## src/rtl/branch_resolve_unit_if.sv

```systemverilog
// Prediction/resolution bus between the fetch-side BTB/NPC logic and the EX-stage branch resolver.
// The slave modport is the resolver's view; the master modport is the pipeline/NPC side.
interface branch_resolve_unit_if #(
   parameter int IDX_W = 3,
   parameter int CNT_W = 32
);
   logic [1:0]       BranchFlags;
   logic [IDX_W-1:0] BranchIndex;
   logic             StallD;
   logic             FlushD;
   logic             StallE;
   logic             FlushE;
   logic [2:0]       BranchTypeE;
   logic [31:0]      Operand1E;
   logic [31:0]      Operand2E;
   logic [1:0]       BranchE;
   logic [IDX_W-1:0] BranchIndexE;
   logic [CNT_W-1:0] BranchCnt;
   logic [CNT_W-1:0] MissCnt;

   modport slave (
      input  BranchFlags, BranchIndex, StallD, FlushD, StallE, FlushE,
      input  BranchTypeE, Operand1E, Operand2E,
      output BranchE, BranchIndexE, BranchCnt, MissCnt
   );

   modport master (
      output BranchFlags, BranchIndex, StallD, FlushD, StallE, FlushE,
      output BranchTypeE, Operand1E, Operand2E,
      input  BranchE, BranchIndexE, BranchCnt, MissCnt
   );
endinterface

```

## src/rtl/branch_resolve_unit.sv

```systemverilog
// EX-stage branch resolver: pipes the fetch prediction to EX and compares it with the real outcome.
// Define BRU_PERF_CNT_EN to build the resolved/mispredicted branch counters.
module branch_resolve_unit #(
   parameter int IDX_W = 3,
   parameter int CNT_W = 32
) (
   input  logic                  clk,
   input  logic                  CpuRst_n,
   branch_resolve_unit_if.slave  bus
);
   localparam logic [2:0] BT_NONE = 3'd0;
   localparam logic [2:0] BT_BEQ  = 3'd1;
   localparam logic [2:0] BT_BNE  = 3'd2;
   localparam logic [2:0] BT_BLT  = 3'd3;
   localparam logic [2:0] BT_BLTU = 3'd4;
   localparam logic [2:0] BT_BGE  = 3'd5;
   localparam logic [2:0] BT_BGEU = 3'd6;

   logic [1:0]       flags_d;
   logic [IDX_W-1:0] idx_d;
   logic [1:0]       flags_e;
   logic [IDX_W-1:0] idx_e;
   logic             taken;
   logic             is_branch;
   logic             hit;
   logic             pred;
   logic [1:0]       resolve;

   always_ff @(posedge clk or negedge CpuRst_n) begin
      if (!CpuRst_n) begin
         flags_d <= 2'b00;
         idx_d   <= '0;
      end else if (bus.FlushD) begin
         flags_d <= 2'b00;
         idx_d   <= '0;
      end else if (!bus.StallD) begin
         flags_d <= bus.BranchFlags;
         idx_d   <= bus.BranchIndex;
      end
   end

   always_ff @(posedge clk or negedge CpuRst_n) begin
      if (!CpuRst_n) begin
         flags_e <= 2'b00;
         idx_e   <= '0;
      end else if (bus.FlushE) begin
         flags_e <= 2'b00;
         idx_e   <= '0;
      end else if (!bus.StallE) begin
         flags_e <= flags_d;
         idx_e   <= idx_d;
      end
   end

   always_comb begin
      taken     = 1'b0;
      is_branch = 1'b1;
      case (bus.BranchTypeE)
         BT_BEQ:  taken = (bus.Operand1E == bus.Operand2E);
         BT_BNE:  taken = (bus.Operand1E != bus.Operand2E);
         BT_BLT:  taken = ($signed(bus.Operand1E) <  $signed(bus.Operand2E));
         BT_BLTU: taken = (bus.Operand1E <  bus.Operand2E);
         BT_BGE:  taken = ($signed(bus.Operand1E) >= $signed(bus.Operand2E));
         BT_BGEU: taken = (bus.Operand1E >= bus.Operand2E);
         default: is_branch = 1'b0;
      endcase
   end

   // Flags 10 (predict-taken without a BTB hit) collapses to a plain miss.
   assign hit  = flags_e[0];
   assign pred = flags_e[0] & flags_e[1];

   always_comb begin
      resolve = 2'b00;
      if (is_branch) begin
         if (!hit && taken)
            resolve = 2'b01;
         else if (hit && !pred && taken)
            resolve = 2'b10;
         else if (hit && pred && !taken)
            resolve = 2'b11;
      end
   end

   // Outputs are forced quiet while reset is held so a live branch type cannot leak a redirect.
   assign bus.BranchE      = CpuRst_n ? resolve : 2'b00;
   assign bus.BranchIndexE = CpuRst_n ? idx_e : '0;

`ifdef BRU_PERF_CNT_EN
   logic [CNT_W-1:0] branch_cnt;
   logic [CNT_W-1:0] miss_cnt;
   logic             count_en;

   assign count_en = is_branch & ~bus.StallE;

   always_ff @(posedge clk or negedge CpuRst_n) begin
      if (!CpuRst_n) begin
         branch_cnt <= '0;
         miss_cnt   <= '0;
      end else if (count_en) begin
         branch_cnt <= branch_cnt + 1'b1;
         if (resolve != 2'b00)
            miss_cnt <= miss_cnt + 1'b1;
      end
   end

   assign bus.BranchCnt = branch_cnt;
   assign bus.MissCnt   = miss_cnt;
`else
   assign bus.BranchCnt = '0;
   assign bus.MissCnt   = '0;
`endif
endmodule

```

## src/flat_wrapper.sv

```systemverilog
// flat-port wrapper written by rule: the top's interface ports become plain ports
module branch_resolve_unit_flat 
#(
   parameter int IDX_W = 3,
   parameter int CNT_W = 32
)
  (clk, CpuRst_n, bus_BranchFlags, bus_BranchIndex, bus_StallD, bus_FlushD, bus_StallE, bus_FlushE, bus_BranchTypeE, bus_Operand1E, bus_Operand2E, bus_BranchE, bus_BranchIndexE, bus_BranchCnt, bus_MissCnt);
  branch_resolve_unit_if #(.IDX_W(IDX_W), .CNT_W(CNT_W)) bus_i ();
  input  logic clk;
  input  logic CpuRst_n;
  input wire logic [$bits(bus_i.BranchFlags)-1:0] bus_BranchFlags;
  input wire logic [$bits(bus_i.BranchIndex)-1:0] bus_BranchIndex;
  input wire logic [$bits(bus_i.StallD)-1:0] bus_StallD;
  input wire logic [$bits(bus_i.FlushD)-1:0] bus_FlushD;
  input wire logic [$bits(bus_i.StallE)-1:0] bus_StallE;
  input wire logic [$bits(bus_i.FlushE)-1:0] bus_FlushE;
  input wire logic [$bits(bus_i.BranchTypeE)-1:0] bus_BranchTypeE;
  input wire logic [$bits(bus_i.Operand1E)-1:0] bus_Operand1E;
  input wire logic [$bits(bus_i.Operand2E)-1:0] bus_Operand2E;
  output wire logic [$bits(bus_i.BranchE)-1:0] bus_BranchE;
  output wire logic [$bits(bus_i.BranchIndexE)-1:0] bus_BranchIndexE;
  output wire logic [$bits(bus_i.BranchCnt)-1:0] bus_BranchCnt;
  output wire logic [$bits(bus_i.MissCnt)-1:0] bus_MissCnt;
  assign bus_i.BranchFlags = bus_BranchFlags;
  assign bus_i.BranchIndex = bus_BranchIndex;
  assign bus_i.StallD = bus_StallD;
  assign bus_i.FlushD = bus_FlushD;
  assign bus_i.StallE = bus_StallE;
  assign bus_i.FlushE = bus_FlushE;
  assign bus_i.BranchTypeE = bus_BranchTypeE;
  assign bus_i.Operand1E = bus_Operand1E;
  assign bus_i.Operand2E = bus_Operand2E;
  assign bus_BranchE = bus_i.BranchE;
  assign bus_BranchIndexE = bus_i.BranchIndexE;
  assign bus_BranchCnt = bus_i.BranchCnt;
  assign bus_MissCnt = bus_i.MissCnt;
  branch_resolve_unit #(.IDX_W(IDX_W), .CNT_W(CNT_W)) u_core (.clk(clk), .CpuRst_n(CpuRst_n), .bus(bus_i));
endmodule
```

## config.mk

```make
export PLATFORM = sky130hd
export DESIGN_NAME = branch_resolve_unit_flat
export DESIGN_NICKNAME = d
export VERILOG_FILES = /design/src/rtl/branch_resolve_unit_if.sv /design/src/rtl/branch_resolve_unit.sv /design/src/flat_wrapper.sv
export SDC_FILE = /design/constraint.sdc
export NUM_CORES = 1
export LEC_CHECK = 0
export CORE_UTILIZATION = 34
export CTS_CLUSTER_DIAMETER = 80
export DETAILED_ROUTE_END_ITERATION = 12
export GPL_TIMING_DRIVEN = 0
export PLACE_DENSITY = 0.81
export SLEW_MARGIN = 20
export SYNTH_ARGS = -nofsm -noshare
export SYNTH_HDL_FRONTEND = slang
export SYNTH_SLANG_ARGS = --single-unit
export TNS_END_PERCENT = 50
```

## constraint.sdc

```tcl
create_clock -name clk -period 3.35 [get_ports clk]
set_input_delay 0.5025 -clock clk [delete_from_list [all_inputs] [get_ports clk]]
set_output_delay 0.5025 -clock clk [all_outputs]
set_load 0.02 [all_outputs]
```

# Word-level counts from Yosys, hierarchy flattened
# Cells that the tools add are included.
dict set report totals {
  register_bits 10
  input_bits 78
}
dict set report op_classes {
  order_cmp 4
  eq_ne 10
  n_mux 16
  bitwise 1
  reduce_logical 9
}
# operator n
set ops {}
lappend ops {{$ge A32 B32 Y1} 2}
lappend ops {{$lt A32 B32 Y1} 2}
lappend ops {{$eq A32 B32 Y1} 1}
lappend ops {{$ne A32 B32 Y1} 1}
lappend ops {{$mux W2} 9}
lappend ops {{$mux W3} 5}
lappend ops {{$eq A3 B3 Y1 const B} 3}
lappend ops {{$eq A3 B2 Y1 const B} 2}
lappend ops {{$pmux W1 S6} 1}
lappend ops {{$reduce_or A6 Y1} 1}
lappend ops {{$logic_and A1 B1 Y1} 5}
lappend ops {{$ne A2 B1 Y1 const B} 2}
lappend ops {{$eq A3 B1 Y1 const B} 1}
lappend ops {{$logic_not A1 Y1} 3}
lappend ops {{$and A1 B1 Y1} 1}
lappend ops {{$mux W1} 1}

# Logic depth before layout (Yosys ltp)
dict set report depth {
  depth_word 9
  mapped_depth 10
}

# Least setup slack after synthesis
# Ideal clock, no wire load.
dict set report synth_path {
  path_type {input to output}
  from {input bus_Operand2E[14]}
  to {output bus_BranchE[0]}
  arrival_ns 2.858
  t_required_ns 2.847
  setup_slack_ns -0.010
  cell_stages 10
  path_buffers 0
  cell_sequence {inv_1 -> ha_1 -> a21oi_1 -> nand2_1 -> a21o_1 -> o41a_1 -> nor2_1 -> mux2_2 -> a311oi_4 -> mux2i_1}
}
dict set report synth_between {
  elab_chain_len 9
  word_cells_on_any_way 16
  cone_classes {4 x order compare; 2 x eq/ne; 6 x mux; 4 x reduce/logical}
}
# element line_no
set synth_rtl {}
lappend synth_rtl {{start: declaration} flat_wrapper.sv:19} ;# input wire logic [$bits(bus_i.Operand2E)-1:0] bus_Operand2E;
lappend synth_rtl {{$ge A32 B32 Y1 (tied with other cells)} branch_resolve_unit.sv:64} ;# BT_BGEU: taken = (bus.Operand1E >= bus.Operand2E);
lappend synth_rtl {{$pmux W1 S6 *} branch_resolve_unit.sv:58} ;# case (bus.BranchTypeE)
lappend synth_rtl {{$logic_not A1 Y1} branch_resolve_unit.sv:80} ;# else if (hit && pred && !taken)
lappend synth_rtl {{$logic_and A1 B1 Y1} branch_resolve_unit.sv:80}
lappend synth_rtl {{$mux W2} branch_resolve_unit.sv:80}
lappend synth_rtl {{$mux W2} branch_resolve_unit.sv:78} ;# else if (hit && !pred && taken)
lappend synth_rtl {{$mux W2 *} branch_resolve_unit.sv:76} ;# if (!hit && taken)
lappend synth_rtl {{$mux W2 *} branch_resolve_unit.sv:75} ;# if (is_branch) begin
lappend synth_rtl {{$mux W2 *} branch_resolve_unit.sv:86} ;# assign bus.BranchE = CpuRst_n ? resolve : 2'b00;
lappend synth_rtl {{end: declaration} flat_wrapper.sv:20} ;# output wire logic [$bits(bus_i.BranchE)-1:0] bus_BranchE;
# Mark *: on every way between the ends. The rest lies on a longest branch, timed or not.

# Final worst setup path
dict set report layout_path {
  from {input bus_Operand1E[2]}
  to {output bus_BranchE[0]}
}
dict set report layout_between {
  elab_chain_len 9
  word_cells_on_any_way 16
  cone_classes {4 x order compare; 2 x eq/ne; 6 x mux; 4 x reduce/logical}
}
# element line_no
set layout_rtl {}
lappend layout_rtl {{start: declaration} flat_wrapper.sv:18} ;# input wire logic [$bits(bus_i.Operand1E)-1:0] bus_Operand1E;
lappend layout_rtl {{$ge A32 B32 Y1 (tied with other cells)} branch_resolve_unit.sv:64}
lappend layout_rtl {{$pmux W1 S6 *} branch_resolve_unit.sv:58}
lappend layout_rtl {{$logic_not A1 Y1} branch_resolve_unit.sv:80}
lappend layout_rtl {{$logic_and A1 B1 Y1} branch_resolve_unit.sv:80}
lappend layout_rtl {{$mux W2} branch_resolve_unit.sv:80}
lappend layout_rtl {{$mux W2} branch_resolve_unit.sv:78}
lappend layout_rtl {{$mux W2 *} branch_resolve_unit.sv:76}
lappend layout_rtl {{$mux W2 *} branch_resolve_unit.sv:75}
lappend layout_rtl {{$mux W2 *} branch_resolve_unit.sv:86}
# Marked as above.

==> flow_summary_export.csv <==
group,metric,value,unit
sta,slew_viol_final,0,
sta,finalSetupViolations,2,
routing,drc,0,
synthesis,syn_inst,236,
place,pre_cts_ws,-1.04,ns
synthesis,synth_edf_count,0,
finish,fillers,437,
finish,area_growth,78.2,%
floorplan,io_pins,147,
routing,dr.pass1.iters,4,
sta,fmax,294,MHz
synthesis,async_reset_ff_share,100,%
clock_tree,cts_made_buffers,3,
worst_setup_path,cp_data_arrival_time,2.90,ns
sta,rsz0062_at_grt,"true",
sta,worst_slack,-0.0483,ns
floorplan,die_w,76.2,um
synthesis,yosys.area.top_type,"buf_4",
global_route,grt_pass1_vias,1878,
synthesis,yosys-top-cells-area,"buf_4 26%, ha_1 21%, dfrtp_1 13%",
worst_setup_path,cp.required,2.85,ns
place,place_hpwl,3700,um
sta,hold_ws,0.510,ns
synthesis,ys_ff_latch,10,
synthesis,synth_top_area_share,25.7,%
run,maxCapViolations,0,
routing,vias_per_cell,4.17,
floorplan,core-area,0.00520,mm^2
routing,drtIter0Drc,36,
synthesis,yosysMostFrequentCell,"buf_4",
global_route,gr-usage-all-layers,16.5,%
hold_path,min_path_type,"reg -> reg",
clock_tree,clkTransAtPathRegs,0.04,ns
floorplan,rows,26,
place,place_inst,449,
finish,final_layout_size_suffix_gt1_share,42.5,%
pwr,swShare,36.6,%
pwr,power_frac_comb,61.0,%
sta,slew_headroom,66.1,%
sta,timing.final.crit_period,3.40,ns
global_route,grt_pass1_wl,8060,um
place,place.gp.congestion,0.806,
routing,ant_nets,0,
synthesis,syn_area,0.00187,mm^2
floorplan,die_h,76.2,um
finish,finalNonFillerCells,458,
sta,fin_skew,0.0000928,ns
worst_setup_path,cp_max_fo,3,
clock_tree,h-tree-depth,1,
worst_setup_path,crit_path_end_kind,"primary output",
sta,final_hold_viol_count,0,
clock_tree,clockRootBuffer,"clkbuf_8",
synthesis,synth_cell_types,31,
pwr,intPower,399,uW
synthesis,synthFlopType,"dfrtp_1",
global_route,grt_overflow,0,
finish,final_net_count,500,
worst_setup_path,crit_type,"in -> out",
floorplan,fp.dieArea,0.00581,mm^2
synthesis,yosysSeqAreaShare,13.4,%
worst_setup_path,startpoint_type,"primary input",
clock_tree,clock_latency,0.22,ns
global_route,grt_max_degree,15,
finish,fin_area,0.00334,mm^2
outcome,violations,"setup timing",
synthesis,synthTopCellsByCount,"64 x buf_4, 35 x inv_1, 32 x ha_1, 14 x a21oi_1, 14 x nor2_1",
routing,avgRoutedWirePerCell,10.9,um
place,port_buffers,80,
finish,n_antenna_cell,0,
floorplan,initial_core_util,36.0,%
sta,min_period_over_period,101,%
clock_tree,clockBufferDepth,2,
place,placed_area,0.00300,mm^2
global_route,antenna_found_initial,0,
clock_tree,postCtsHoldBufs,0,
pwr,irDropWorstVdd,0.280,mV
pwr,leakagePower,0.00176,uW
clock_tree,cts_sinks,10,
sta,worst_pin_slew,0.507,ns
synthesis,syn_avg_cell_area,7.94,um^2
routing,wl,5010,um
clock_tree,cts_tree,"done",
pwr,p_clk_share,18.4,%
routing,vias,1908,
pwr,switching_power,231,uW
outcome,status,"complete, but fails checks",
pwr,seqPwrFrac,20.6,%
finish,final_core_util,64.1,%
synthesis,synth_warnings,0,
pwr,power_density,189,mW/mm^2
[area by class of cell]
| type | instances | area, um^2 | share of cell area (%) |
|---|---|---|---|
| tap | 70 | 87.6 | 2.62 |
| sequential | 10 | 250 | 7.50 |
| multi-input combinational | 188 | 1610 | 48.2 |
| timing repair buffer | 86 | 728 | 21.8 |
| clock buffer | 3 | 41.3 | 1.24 |
| buffer | 66 | 488 | 14.6 |
| inverter | 35 | 134 | 4.01 |
[flip-flops by register name, indices dropped and copies added (netlist names)]
signal and cells:
u_core.flags_e 2, u_core.flags_d 2, u_core.idx_d 3, u_core.idx_e 3
[final timing paths]
kind	startpoint	endpoint	slack (ns)	cells after the start
setup / recovery	bus_Operand1E[2]	bus_BranchE[0]	-0.05	10
hold / removal	u_core.idx_e[0]$_DFFE_PN0P_	u_core.idx_e[0]$_DFFE_PN0P_	0.51	2
setup reg to reg	u_core.idx_d[0]$_DFFE_PN0P_	u_core.idx_d[0]$_DFFE_PN0P_	2.60	2
hold reg to reg	u_core.idx_e[0]$_DFFE_PN0P_	u_core.idx_e[0]$_DFFE_PN0P_	0.51	2
max in group asynchronous	CpuRst_n	u_core.idx_d[0]$_DFFE_PN0P_	2.39	1
min in group asynchronous	CpuRst_n	u_core.idx_d[1]$_DFFE_PN0P_	0.62	1
[cell families after synthesis]
| logic type | Yosys count | synth area share, % |
|---|---|---|
| AO/OA/AOI/OAI | 30 | 11.4 |
| other | 1 | 0.200 |
| adder cells (fa/ha/maj) | 32 | 21.4 |
| buffers and inverters | 101 | 33.1 |
| flip-flops | 10 | 13.4 |
| AND/OR/NAND/NOR | 49 | 13.6 |
| multiplexers | 13 | 7.01 |
[metrics by stage]
stage / TNS, ns / total power [uW]
final: -0.0659 / 630
after global routing: -0.349 / 679
after CTS: -0.0681 / 622
after detailed placement: -2.06 / 470
after global placement: -2.07 / 464
after floorplan: -0.0205 / 352
[cells in the final DEF, fill, tap and decap left out, types with 10 or more instances in the layout]
cell type         n
a21oi_1          11
clkdlybuf4s15_1  12
mux2i_1          12
inv_1            11
conb_1           64
inv_2            23
clkdlybuf4s50_1  14
buf_2            15
nor2_1           13
dfrtp_1          10
dlygate4sd2_1    25
buf_4            71
ha_4             25
[what timing repair did]
action / CTS / global route
buffers inserted: 6 / 0
gates resized for setup: 207 / 6
setup endpoints to repair: 2 / 2
pin swaps: 58 / 2
[worst max-delay path, cell delays in order]
cell	delay, ns
dlygate4sd2_1	0.27
ha_4	0.28
o211ai_1	0.10
a2111oi_2	0.37
o41a_1	0.25
nor2_2	0.07
a311o_1	0.34
a311oi_4	0.26
mux2i_1	0.24
buf_2	0.19
[power by group through the flow]
stage	Clock, uW	Sequential, uW	Combinational, uW
final	116	130	384
after global routing	129	130	420
after CTS	120	130	372
after detailed placement	0	132	338
after global placement	0	131	333
after floorplan	0	130	221
[routing by layer]
| metal | vias up | wire [um] | GRT usage [%] |
|---|---|---|---|
| met2 | 82 | 2760 | 35.2 |
| li1 | 970 | - | - |
| met5 | - | 0 | 0 |
| met4 | 0 | 71 | 2.50 |
| met1 | 850 | 1850 | 16.8 |
| met3 | 6 | 332 | 2.16 |
Power figures use the tool's default switching activity.
